$ cat src/rtl/mem_arbiter_pkg.sv
// Shared definitions for the main-memory arbiter: FSM encoding, requester IDs, defaults.
package mem_arbiter_pkg;

    localparam int unsigned MemLatDefault = 4;
    localparam int unsigned BlockWords    = 8;

    localparam logic [1:0] StIdle = 2'd0;
    localparam logic [1:0] StGntI = 2'd1;
    localparam logic [1:0] StGntD = 2'd2;
    localparam logic [1:0] StGntW = 2'd3;

    typedef enum logic [1:0] {
        ReqI = 2'd1,
        ReqD = 2'd2,
        ReqW = 2'd3
    } req_id_e;

endpackage

$ cat src/rtl/mem_arbiter_if.sv
// Requester and memory-port bundle of the arbiter; slave = arbiter side, master = environment.
interface mem_arbiter_if #(
    parameter int unsigned AW = 16
);

    logic          i_req;
    logic          i_rd;
    logic [AW-1:0] i_addr;
    logic          d_req;
    logic          d_rd;
    logic [AW-1:0] d_addr;
    logic          w_req;
    logic [AW-1:0] w_addr;
    logic [AW-1:0] w_data;
    logic          mem_data_valid;

    logic          i_gnt;
    logic          d_gnt;
    logic          w_gnt;
    logic          i_data_valid;
    logic          d_data_valid;
    logic          mem_enable;
    logic          mem_wr;
    logic [AW-1:0] mem_addr;
    logic [AW-1:0] mem_wdata;
    logic          busy;
    logic          err;

    modport slave (
        input  i_req, i_rd, i_addr, d_req, d_rd, d_addr, w_req, w_addr, w_data, mem_data_valid,
        output i_gnt, d_gnt, w_gnt, i_data_valid, d_data_valid, mem_enable, mem_wr, mem_addr,
               mem_wdata, busy, err
    );

    modport master (
        output i_req, i_rd, i_addr, d_req, d_rd, d_addr, w_req, w_addr, w_data, mem_data_valid,
        input  i_gnt, d_gnt, w_gnt, i_data_valid, d_data_valid, mem_enable, mem_wr, mem_addr,
               mem_wdata, busy, err
    );

endinterface

$ cat src/rtl/arb_rd_tracker.sv
// Outstanding-read counter for the granted fill; saturates at MEM_LAT and flags protocol errors.
module arb_rd_tracker #(
    parameter int unsigned MEM_LAT = 4
) (
    input  logic clk,
    input  logic rst_n,
    input  logic rd_issue_i,
    input  logic valid_i,
    output logic cnt_nz_o,
    output logic zero_next_o,
    output logic err_o
);

    localparam int unsigned CW = $clog2(MEM_LAT + 1);
    localparam logic [CW-1:0] CntMax = CW'(MEM_LAT);

    logic [CW-1:0] cnt_q, cnt_d;
    logic          err_q, err_d;
    logic          vld_ok;
    logic          full;

    assign cnt_nz_o = (cnt_q != '0);
    assign vld_ok   = valid_i & cnt_nz_o;
    assign full     = (cnt_q == CntMax);

    always_comb begin
        cnt_d = cnt_q;
        if (rd_issue_i && !vld_ok && !full) begin
            cnt_d = cnt_q + CW'(1);
        end else if (vld_ok && !rd_issue_i) begin
            cnt_d = cnt_q - CW'(1);
        end
        // Stray data with nothing pending, or a read beyond the memory pipeline depth.
        err_d = err_q | (valid_i & ~cnt_nz_o) | (rd_issue_i & full & ~valid_i);
    end

    assign zero_next_o = (cnt_d == '0);
    assign err_o       = err_q;

    always_ff @(posedge clk or negedge rst_n) begin
        if (!rst_n) begin
            cnt_q <= '0;
            err_q <= 1'b0;
        end else begin
            cnt_q <= cnt_d;
            err_q <= err_d;
        end
    end

endmodule

$ cat src/rtl/mem_arbiter.sv
// Main-memory arbiter for I-fill, D-fill and store path. Define ARB_RR_EN for rotating
// priority; otherwise fixed priority W > D > I.
module mem_arbiter
    import mem_arbiter_pkg::*;
#(
    parameter int unsigned MEM_LAT = MemLatDefault,
    parameter int unsigned AW      = 16
) (
    input logic          clk,
    input logic          rst_n,
    mem_arbiter_if.slave bus_io
);

    logic [1:0]    state_q, state_d;
    req_id_e       pick;
    logic          any_req;
    logic          in_i, in_d, in_w;
    logic          rd_issue;
    logic          cnt_nz, zero_next, err;
    logic          en_sel, wr_sel;
    logic [AW-1:0] addr_sel, wdata_sel;

    assign in_i     = (state_q == StGntI);
    assign in_d     = (state_q == StGntD);
    assign in_w     = (state_q == StGntW);
    assign any_req  = bus_io.i_req | bus_io.d_req | bus_io.w_req;
    assign rd_issue = (in_i & bus_io.i_rd) | (in_d & bus_io.d_rd);

`ifdef ARB_RR_EN
    req_id_e last_q, last_d;

    // The most recently granted requester drops to the bottom of the W->D->I ring.
    always_comb begin
        pick = ReqW;
        case (last_q)
            ReqW:    pick = bus_io.d_req ? ReqD : (bus_io.i_req ? ReqI : ReqW);
            ReqD:    pick = bus_io.i_req ? ReqI : (bus_io.w_req ? ReqW : ReqD);
            default: pick = bus_io.w_req ? ReqW : (bus_io.d_req ? ReqD : ReqI);
        endcase
    end

    always_comb begin
        last_d = last_q;
        if (state_q == StIdle && any_req) begin
            last_d = pick;
        end
    end

    always_ff @(posedge clk or negedge rst_n) begin
        if (!rst_n) begin
            last_q <= ReqW;
        end else begin
            last_q <= last_d;
        end
    end
`else
    always_comb begin
        pick = bus_io.w_req ? ReqW : (bus_io.d_req ? ReqD : ReqI);
    end
`endif

    always_comb begin
        state_d = state_q;
        case (state_q)
            StIdle: begin
                if (any_req) begin
                    case (pick)
                        ReqW:    state_d = StGntW;
                        ReqD:    state_d = StGntD;
                        default: state_d = StGntI;
                    endcase
                end
            end
            // A fill keeps its grant until its own data has drained.
            StGntI:  if (!bus_io.i_req && zero_next) state_d = StIdle;
            StGntD:  if (!bus_io.d_req && zero_next) state_d = StIdle;
            default: state_d = StIdle;
        endcase
    end

    always_ff @(posedge clk or negedge rst_n) begin
        if (!rst_n) begin
            state_q <= StIdle;
        end else begin
            state_q <= state_d;
        end
    end

    arb_rd_tracker #(
        .MEM_LAT(MEM_LAT)
    ) u_rd_tracker (
        .clk        (clk),
        .rst_n      (rst_n),
        .rd_issue_i (rd_issue),
        .valid_i    (bus_io.mem_data_valid),
        .cnt_nz_o   (cnt_nz),
        .zero_next_o(zero_next),
        .err_o      (err)
    );

    always_comb begin
        en_sel    = 1'b0;
        wr_sel    = 1'b0;
        addr_sel  = '0;
        wdata_sel = '0;
        if (in_i && bus_io.i_rd) begin
            en_sel   = 1'b1;
            addr_sel = bus_io.i_addr;
        end
        if (in_d && bus_io.d_rd) begin
            en_sel   = 1'b1;
            addr_sel = bus_io.d_addr;
        end
        if (in_w) begin
            en_sel    = 1'b1;
            wr_sel    = 1'b1;
            addr_sel  = bus_io.w_addr;
            wdata_sel = bus_io.w_data;
        end
    end

    assign bus_io.mem_enable   = en_sel;
    assign bus_io.mem_wr       = wr_sel;
    assign bus_io.mem_addr     = addr_sel;
    assign bus_io.mem_wdata    = wdata_sel;
    assign bus_io.i_gnt        = in_i;
    assign bus_io.d_gnt        = in_d;
    assign bus_io.w_gnt        = in_w;
    assign bus_io.i_data_valid = bus_io.mem_data_valid & in_i & cnt_nz;
    assign bus_io.d_data_valid = bus_io.mem_data_valid & in_d & cnt_nz;
    assign bus_io.busy         = (state_q != StIdle);
    assign bus_io.err          = err;

endmodule

$ cat src/flat_wrapper.sv
// flat-port wrapper written by rule: the top's interface ports become plain ports
module mem_arbiter_flat import mem_arbiter_pkg::*;
#(
    parameter int unsigned MEM_LAT = MemLatDefault,
    parameter int unsigned AW      = 16
)
  (clk, rst_n, bus_io_i_req, bus_io_i_rd, bus_io_i_addr, bus_io_d_req, bus_io_d_rd, bus_io_d_addr, bus_io_w_req, bus_io_w_addr, bus_io_w_data, bus_io_mem_data_valid, bus_io_i_gnt, bus_io_d_gnt, bus_io_w_gnt, bus_io_i_data_valid, bus_io_d_data_valid, bus_io_mem_enable, bus_io_mem_wr, bus_io_mem_addr, bus_io_mem_wdata, bus_io_busy, bus_io_err);
  mem_arbiter_if #(.AW(AW)) bus_io_i ();
  input logic clk;
  input logic rst_n;
  input wire logic [$bits(bus_io_i.i_req)-1:0] bus_io_i_req;
  input wire logic [$bits(bus_io_i.i_rd)-1:0] bus_io_i_rd;
  input wire logic [$bits(bus_io_i.i_addr)-1:0] bus_io_i_addr;
  input wire logic [$bits(bus_io_i.d_req)-1:0] bus_io_d_req;
  input wire logic [$bits(bus_io_i.d_rd)-1:0] bus_io_d_rd;
  input wire logic [$bits(bus_io_i.d_addr)-1:0] bus_io_d_addr;
  input wire logic [$bits(bus_io_i.w_req)-1:0] bus_io_w_req;
  input wire logic [$bits(bus_io_i.w_addr)-1:0] bus_io_w_addr;
  input wire logic [$bits(bus_io_i.w_data)-1:0] bus_io_w_data;
  input wire logic [$bits(bus_io_i.mem_data_valid)-1:0] bus_io_mem_data_valid;
  output wire logic [$bits(bus_io_i.i_gnt)-1:0] bus_io_i_gnt;
  output wire logic [$bits(bus_io_i.d_gnt)-1:0] bus_io_d_gnt;
  output wire logic [$bits(bus_io_i.w_gnt)-1:0] bus_io_w_gnt;
  output wire logic [$bits(bus_io_i.i_data_valid)-1:0] bus_io_i_data_valid;
  output wire logic [$bits(bus_io_i.d_data_valid)-1:0] bus_io_d_data_valid;
  output wire logic [$bits(bus_io_i.mem_enable)-1:0] bus_io_mem_enable;
  output wire logic [$bits(bus_io_i.mem_wr)-1:0] bus_io_mem_wr;
  output wire logic [$bits(bus_io_i.mem_addr)-1:0] bus_io_mem_addr;
  output wire logic [$bits(bus_io_i.mem_wdata)-1:0] bus_io_mem_wdata;
  output wire logic [$bits(bus_io_i.busy)-1:0] bus_io_busy;
  output wire logic [$bits(bus_io_i.err)-1:0] bus_io_err;
  assign bus_io_i.i_req = bus_io_i_req;
  assign bus_io_i.i_rd = bus_io_i_rd;
  assign bus_io_i.i_addr = bus_io_i_addr;
  assign bus_io_i.d_req = bus_io_d_req;
  assign bus_io_i.d_rd = bus_io_d_rd;
  assign bus_io_i.d_addr = bus_io_d_addr;
  assign bus_io_i.w_req = bus_io_w_req;
  assign bus_io_i.w_addr = bus_io_w_addr;
  assign bus_io_i.w_data = bus_io_w_data;
  assign bus_io_i.mem_data_valid = bus_io_mem_data_valid;
  assign bus_io_i_gnt = bus_io_i.i_gnt;
  assign bus_io_d_gnt = bus_io_i.d_gnt;
  assign bus_io_w_gnt = bus_io_i.w_gnt;
  assign bus_io_i_data_valid = bus_io_i.i_data_valid;
  assign bus_io_d_data_valid = bus_io_i.d_data_valid;
  assign bus_io_mem_enable = bus_io_i.mem_enable;
  assign bus_io_mem_wr = bus_io_i.mem_wr;
  assign bus_io_mem_addr = bus_io_i.mem_addr;
  assign bus_io_mem_wdata = bus_io_i.mem_wdata;
  assign bus_io_busy = bus_io_i.busy;
  assign bus_io_err = bus_io_i.err;
  mem_arbiter #(.MEM_LAT(MEM_LAT), .AW(AW)) u_core (.clk(clk), .rst_n(rst_n), .bus_io(bus_io_i));
endmodule
$ cat config.mk
export PLATFORM = sky130hd
export DESIGN_NAME = mem_arbiter_flat
export DESIGN_NICKNAME = d
export VERILOG_FILES = /design/src/rtl/mem_arbiter_pkg.sv /design/src/rtl/mem_arbiter_if.sv /design/src/rtl/arb_rd_tracker.sv /design/src/rtl/mem_arbiter.sv /design/src/flat_wrapper.sv
export SDC_FILE = /design/constraint.sdc
export NUM_CORES = 1
export LEC_CHECK = 0
export ABC_AREA = 1
export BUFFER_PORTS_ARGS = -buffer_cell sky130_fd_sc_hd__buf_2
export CORE_MARGIN = 2
export CORE_UTILIZATION = 32
export DETAILED_ROUTE_END_ITERATION = 7
export PLACE_DENSITY = 0.89
export SYNTH_ARGS = -nofsm -noshare
export SYNTH_HDL_FRONTEND = slang
export SYNTH_SLANG_ARGS = --single-unit
$ cat constraint.sdc
create_clock -name clk -period 2.25 [get_ports clk]
set_input_delay 0.45 -clock clk [delete_from_list [all_inputs] [get_ports clk]]
set_output_delay 0.45 -clock clk [all_outputs]
set_load 0.01 [all_outputs]
-- Word level (Yosys, flattened, before mapping)
Cells that the tools add are included.
- multiplexer cells: 17
- bitwise gates (word level): 17
- add/sub/neg operators: 2
- reduce and logical (&&, ||, !) cells: 17
- eq/ne operators: 9
- operators by type and width (cell ; number):
    $mux 16 ; 4
    $and 1x1->1 ; 10
    $mux 2 ; 5
    $eq 2x2->1 const B ; 4
    $logic_and 1x1->1 ; 7
    $mux 3 ; 2
    $pmux 2 s3 ; 1
    $logic_not 1->1 ; 5
    $or 1x1->1 ; 5
    $mux 1 ; 4
    $ne 2x2->1 const B ; 2
    $pmux 2 s2 ; 1
    $add 3x1->3 const B ; 1
    $eq 3x3->1 const B ; 1
    $logic_not 3->1 ; 1
    $reduce_and 3->1 ; 1
    $reduce_bool 3->1 ; 1
    $sub 3x1->3 const B ; 1
    $eq 2x1->1 const B ; 1
    $logic_not 2->1 ; 1
    $ne 2x1->1 const B ; 1
    $not 1->1 ; 2
    $reduce_bool 2->1 ; 1
- logic and storage cells: 65
- input port bits: 72
- flip-flop bits (word level): 6
- output and inout port bits: 41

-- Depth between registers and ports, before layout
Gate-level depths: netlist of the first run.
- depth in word-level cells: 11
- depth in mapped cells: 13
- gate-level depth less buffers: 13

-- Hierarchy
Synthesis of the first run repeated with hierarchy kept, for this count alone.
- cells, all modules: 169
- area total of the unflattened synthesis: 923.4 µm²
- modules (own cells, without submodules) (module ; area each (µm²) ; cells each ; sequential area each (µm²) ; times used):
    mem_arbiter ; 605.6 ; 132 ; 50.0 ; 1
    arb_rd_tracker ; 317.8 ; 37 ; 100.1 ; 1

-- Worst setup path after synthesis of the first run
No wires, ideal clock.
- kind: reg-to-output
- from: reg u_core.state_q[0]
- to: out bus_io_mem_addr[10]
- stages on the path, launching flop included: 7
- slack: 564 ps
- arrival time: 1236 ps
- cell sequence: dfrtp_1 > inv_1 > nand3_2 > inv_1 > clkbuf_1 > nand2_1 > nand3_1
- longest elaborated chain between the ends: 5
- ends and longest elaborated chain (element ; RTL line ; RTL):
    start, declared ; mem_arbiter.sv:14 ; logic [1:0] state_q, state_d;
    start signal, assigned ; mem_arbiter.sv:83 ; state_q <= StIdle;
    start signal, assigned ; mem_arbiter.sv:85 ; state_q <= state_d;
    $eq 2x1->1 ; mem_arbiter.sv:23 ; assign in_i = (state_q == StGntI);
    $logic_and 1x1->1 ; mem_arbiter.sv:106 ; if (in_i && bus_io.i_rd) begin
    $mux 16 ; mem_arbiter.sv:106 ;
    $mux 16 ; mem_arbiter.sv:110 ; if (in_d && bus_io.d_rd) begin
    $mux 16 (*) ; mem_arbiter.sv:114 ; if (in_w) begin
    end, declared ; flat_wrapper.sv:28 ; output wire logic [$bits(bus_io_i.mem_addr)-1:0] bus_io_mem_addr;
Mark *: on every way between the ends. The rest lies on a longest branch, timed or not.

-- Final worst setup path of the first run
- from: reg u_core.state_q[1]
- to: out bus_io_mem_addr[13]
Same word-level chain as after synthesis.

==> flow_metrics.py, run 1 <==
metrics = {
    "clocking": {
        "htree_levels": 1,
        "cts_buffers": 3,
        "clockBufferDepth": 2,
        "cts_num_sinks": 6,
        "clock_latency_ns": 0.24,
        "clk_pin_slew_ns": 0.04,
        "cts_root_buf": "clkbuf_4",
        "cts_tree": "yes",
        "cts_hold_buf": 0,
    },
    "global_route": {
        "grt_overflow_total": 0,
        "grt_usage_pct": 16.78,
        "grt_pass1_vias": 1132,
        "grt_start_max_net_pins": 19,
        "antenna_found_initial": 0,
        "grt_pass1_wl_um": 4512,
    },
    "finish": {
        "layout_common_cells": "buf_2 (112), nand2_1 (66), inv_1 (28)",
        "layout-drive-gt1-share_pct": 45.04,
        "antennaDiodeCount": 0,
        "syn_to_final_growth_pct": 67.64,
        "final_common_cell": "buf_2",
        "nets": 359,
    },
    "worst_setup_path": {
        "end_kind": "output pin",
        "worstSetupPathType": "register to output pin",
        "arrival_ns": 1.63,
        "startpoint_type": "register",
        "cp.required_ns": 1.80,
        "cp_max_fo": 16,
    },
    "synth": {
        "synth_edf_count": 0,
        "synth-seq-area-share_pct": 16.67,
        "async_reset_ff_share_pct": 100.0,
        "syn-num-nets": 246,
        "avgSynthCellArea_um2": 5.268,
        "postSynthCellCount": 171,
        "synth.distinct_cells": 24,
        "netlist_area_um2": 900.9,
        "yosys_most_used_dff": "dfrtp_1",
        "ys_warn_count": 0,
        "synth-seq-cells": 6,
    },
    "floorplan": {
        "ios": 113,
        "start_util_pct": 33.24,
        "die_area_um2": 3256,
        "die_x_um": 57.06,
        "die_y_um": 57.06,
        "rows": 19,
        "core_um2": 2710,
    },
    "power": {
        "ir_worst_vdd_mv": 0.5266,
        "power.leakage_nw": 1.029,
        "p_per_area_nw_per_um2": 945.1,
    },
    "sta": {
        "max_freq_mhz": 479.6,
        "tns_ns": 0,
        "slew_headroom_pct": 68.34,
        "skew_ns": 0.001191,
        "min_period_ns": 2.085,
        "rsz0062_at_grt": "false",
        "slew_violations": 0,
        "tightest_slew_ns": 0.4743,
        "setup_violations": 0,
        "finalHoldViolCount": 0,
        "fin_hold_ws_ns": 0.02007,
        "timing.final.crit_share_pct": 92.67,
    },
    "detailed_routing": {
        "vias": 1401,
        "viasPerCell": 4.476,
        "wirelength_um": 2991,
        "drtIter0Drc": 30,
        "drc": 0,
        "wl_per_cell_um": 9.556,
        "antenna_left": 0,
        "first_pass_iters": 4,
    },
    "flow_run": {
        "max_cap_viol_count": 0,
    },
    "placement": {
        "hpwl_um": 2538,
        "gp_congestion": 0.8121,
        "io_buffer_count": 112,
    },
    "status": {
        "status": "complete, no violations",
    },
    "worst_hold_path": {
        "min_path_type": "input port to async pin",
    },
}
## worst max-delay path, stage by stage (launching register included)
cell and delay, ns:
dfrtp_1 0.43, inv_1 0.13, nand3_2 0.11, inv_1 0.38, nand2_1 0.10, nand3_1 0.10
buf_2 0.13
## synth_stat cells, types with 2 or more instances
library cell | count | area, um2
nor2_1 | 20 | 75.07
nor3_1 | 2 | 10.01
inv_2 | 2 | 7.510
ha_1 | 3 | 37.54
nand3_2 | 2 | 20.02
o21ai_0 | 2 | 10.01
inv_1 | 29 | 108.9
nand2_1 | 66 | 247.7
clkbuf_1 | 3 | 11.26
nand4_1 | 2 | 12.51
nand3_1 | 22 | 110.1
dfrtp_1 | 6 | 150.1
## final timing paths
kind	start	endpoint	slack [ns]	cells after the start
hold / removal	rst_n	u_core.u_rd_tracker.cnt_q[1]	0.02	1
setup / recovery	u_core.state_q[1]	bus_io_mem_addr[13]	0.17	6
hold reg to reg	u_core.u_rd_tracker.err_o	u_core.u_rd_tracker.err_o	0.47	2
max in group asynchronous	rst_n	u_core.state_q[0]	2.09	1
min in group clk	bus_io_w_req	u_core.state_q[1]	0.46	3
setup reg to reg	u_core.u_rd_tracker.cnt_q[0]	u_core.state_q[0]	0.51	13
## cells by family (layout without fill, tap and decap cells)
family / after synthesis / in the layout / share of synthesized area [%]
XOR/XNOR: 1 / 1 / 0.9724
AND/OR/NAND/NOR: 118 / 118 / 56.81
adder cells (fa/ha/maj): 3 / 3 / 4.167
AO/OA/AOI/OAI: 6 / 6 / 5.417
flip-flops: 6 / 6 / 16.67
buffers and inverters: 37 / 148 / 15.97
## through the flow
step | area [um2] | util, % | worst slack [ns] | power [mW] | cells
6_report | 1510 | 55.72 | 0.1650 | 1.427 | 313
5_1_grt | 1510 | 55.72 | 0.001243 | 1.582 | 313
4_1_cts | 1506 | 55.59 | 0.1321 | 1.438 | 313
3_5_place_dp | 1484 | 54.76 | 0.3862 | 1.338 | 310
3_3_place_gp | 1484 | 54.76 | 0.4149 | 1.302 | 310
2_1_floorplan | 900.9 | - | 0.5635 | 0.9288 | 171
## per-layer routing
metal  track usage, %  up-vias  share of wire (%)
li1                 -      745                  -
met1            17.93      581                 38
met2            33.83       73                 51
met3            2.494        2                 11
met4            3.987        0               0.53
met5                0        -                  0
## state kept, by name, summed over array words and instances (netlist names)
name	flops
u_core.state_q	2
u_core.u_rd_tracker.cnt_q	3
u_core.u_rd_tracker.err_o	1
## final cells by class
| class | count | area, um2 |
|---|---|---|
| clock buffer | 3 | 22.52 |
| fill | 282 | 1200 |
| inverter | 32 | 123.9 |
| multi-input combinational | 128 | 606.8 |
| sequential | 6 | 150.1 |
| tap | 31 | 38.79 |
| timing repair buffer | 113 | 568.0 |
## what timing repair did
action	4_1_cts	5_1_grt
endpoints found under the setup margin	0	1
setup buffers	0	0
resized for setup	0	1
## power breakdown
| part | switching (mW) | total, mW | internal, mW |
|---|---|---|---|
| Combinational | 0.686 | 1.12 | 0.434 |
| Sequential | 0.0559 | 0.211 | 0.155 |
| Clock | 0.0356 | 0.0957 | 0.0601 |
| Total | 0.778 | 1.43 | 0.650 |
No activity file was read; power rests on OpenSTA's default activity.
==> inputs of run 2 (changes only) <==
--- a/config.mk
+++ b/config.mk
@@ -8,9 +8,11 @@
 export ABC_AREA = 1
 export BUFFER_PORTS_ARGS = -buffer_cell sky130_fd_sc_hd__buf_2
 export CORE_MARGIN = 2
-export CORE_UTILIZATION = 32
+export CORE_UTILIZATION = 33
+export CTS_BUF_LIST = sky130_fd_sc_hd__clkbuf_8
 export DETAILED_ROUTE_END_ITERATION = 7
-export PLACE_DENSITY = 0.89
+export GPL_TIMING_DRIVEN = 0
+export PLACE_DENSITY = 0.91
 export SYNTH_ARGS = -nofsm -noshare
 export SYNTH_HDL_FRONTEND = slang
 export SYNTH_SLANG_ARGS = --single-unit
==> run 2 against run 1 <==
Effect of this change: combinational power is essentially flat; cell count grew 0.32%; sequential share of layout area shrank 0.17 points; non-clock buffer count grew 2; cell area grew 1.7%; largest power group unchanged; clock power grew 62%; critical path depth is the same; die area shrank 2.8%; hold slack gained 0.026 ns.
==> flow_metrics.py, run 2 (synthesis gave the netlist of run 1 again) <==
metrics = {
    "clocking": {
        "cts_root_buf": "clkbuf_8",
        "cts_num_sinks": 6,
        "htree_levels": 1,
        "cts_buffers": 3,
        "post-cts-setup-buffers": 0,
        "cts_tree": "yes",
        "clk_pin_slew_ns": 0.04,
        "clock_latency_ns": 0.22,
        "clockBufferDepth": 2,
    },
    "floorplan": {
        "start_util_pct": 35.71,
        "rows": 18,
        "ios": 113,
        "core_um2": 2522,
        "die_area_um2": 3164,
        "die_x_um": 56.25,
        "die_y_um": 56.25,
    },
    "worst_setup_path": {
        "path_common_cell": "inv_1",
        "crit_family": "buffers and inverters",
        "critical-path-max-stage-delay_ns": 0.44,
        "crit_chain": "inv_1 > nand3_2 > inv_1 > nand2_1 > nand3_1 > buf_2",
        "critPathBufInv": 3,
        "crit_slowest_cell": "dfrtp_1",
        "startpoint": "u_core.state_q[0]",
        "end_kind": "output pin",
        "rr_startpoint": "u_core.u_rd_tracker.cnt_q[0]",
        "startpoint_type": "register",
        "cp_max_fo": 16,
        "ff2ff_path_depth": 11,
        "worstSetupPathDepth": 6,
        "worstSetupPathType": "register to output pin",
        "arrival_ns": 1.62,
        "cp.required_ns": 1.80,
    },
    "power": {
        "total_power_mw": 1.488,
        "power.leakage_nw": 1.057,
        "ir_worst_vdd_mv": 0.6104,
        "p_per_area_nw_per_um2": 968.2,
    },
    "status": {
        "status": "complete, no violations",
    },
    "finish": {
        "nets": 361,
        "top_register": "u_core.u_rd_tracker.cnt_q",
        "fin_area_um2": 1536,
        "final_util_pct": 60.91,
        "antennaDiodeCount": 0,
        "multi_input_area_um2": 609.3,
        "final_common_cell": "buf_2",
        "layout_common_cells": "buf_2 (113), nand2_1 (65), inv_1 (29)",
        "largest_reg_flops": 3,
        "ff_latch_area_um2": 150.1,
        "nFillCells": 267,
        "layout.cells.non_filler": 314,
        "syn_to_final_growth_pct": 70.56,
        "layout-drive-gt1-share_pct": 45.42,
    },
    "placement": {
        "gp_congestion": 0.8015,
        "hpwl_um": 2683,
        "io_buffer_count": 112,
        "pre_cts_ws_ns": 0.2038,
        "place_area_um2": 1499,
        "dp_cells": 313,
    },
    "global_route": {
        "grt_util_met3_pct": 3.687,
        "grt_overflow_total": 0,
        "grt_usage_pct": 18.49,
        "grt_start_max_net_pins": 17,
        "gr-usage-met1_pct": 19.89,
        "grt_use_met2_pct": 35.13,
        "antenna_found_initial": 0,
        "grt_pass1_wl_um": 4885,
        "grt_pass1_vias": 1245,
        "grt.busiest_layer": "met2",
    },
    "sta": {
        "finalHoldViolCount": 0,
        "finalWorstSetupSlack_ns": 0.1790,
        "fin_hold_ws_ns": 0.04608,
        "min_period_ns": 2.071,
        "skew_ns": 0.002346,
        "setup_violations": 0,
        "tns_ns": 0,
        "timing.final.crit_share_pct": 92.04,
        "rsz0062_at_grt": "false",
        "slew_headroom_pct": 68.48,
        "tightest_slew_ns": 0.4722,
        "max_freq_mhz": 482.9,
        "slew_violations": 0,
    },
    "detailed_routing": {
        "antenna_left": 0,
        "wirelength_um": 2973,
        "drtIter0Drc": 39,
        "drc": 0,
        "vias": 1403,
        "viasPerCell": 4.468,
        "wl_per_cell_um": 9.468,
        "first_pass_iters": 4,
    },
    "flow_run": {
        "max_cap_viol_count": 0,
    },
    "worst_hold_path": {
        "min_path_type": "input port to async pin",
    },
}
## run 2: repair_timing
action / in CTS / in global routing
resized for setup: 1 / 1
setup endpoints to repair: 10 / 10
hold buffers: 0 / 0
## run 2: path summary, 6_finish.rpt
check	to	slack [ns]
worst max-delay path	bus_io_mem_addr[9]	0.18
worst min-delay path	u_core.u_rd_tracker.err_o	0.05
worst max register to register	u_core.state_q[1]	0.47
min in group clk	u_core.u_rd_tracker.err_o	0.47
worst min register to register	u_core.u_rd_tracker.err_o	0.47
max in group asynchronous	u_core.u_rd_tracker.cnt_q[1]	2.06
## run 2: routing by layer
layer	part of all wire (%)	vias to the layer above
met3	9.8	2
met2	51	66
met4	0.64	0
met1	38	589
met5	0	-
li1	-	746
## run 2: final cells by class
| cell class | instances | share of cell area [%] |
|---|---|---|
| buffer | 3 | 1.059 |
| tap | 30 | 2.443 |
| inverter | 32 | 7.899 |
| timing repair buffer | 112 | 36.48 |
| sequential | 6 | 9.772 |
| clock buffer | 3 | 2.687 |
| multi-input combinational | 128 | 39.66 |
## run 2: power by group
part	total, mW	internal, mW	switching, mW
Sequential	0.212	0.156	0.0561
Combinational	1.12	0.441	0.680
Clock	0.155	0.114	0.0405
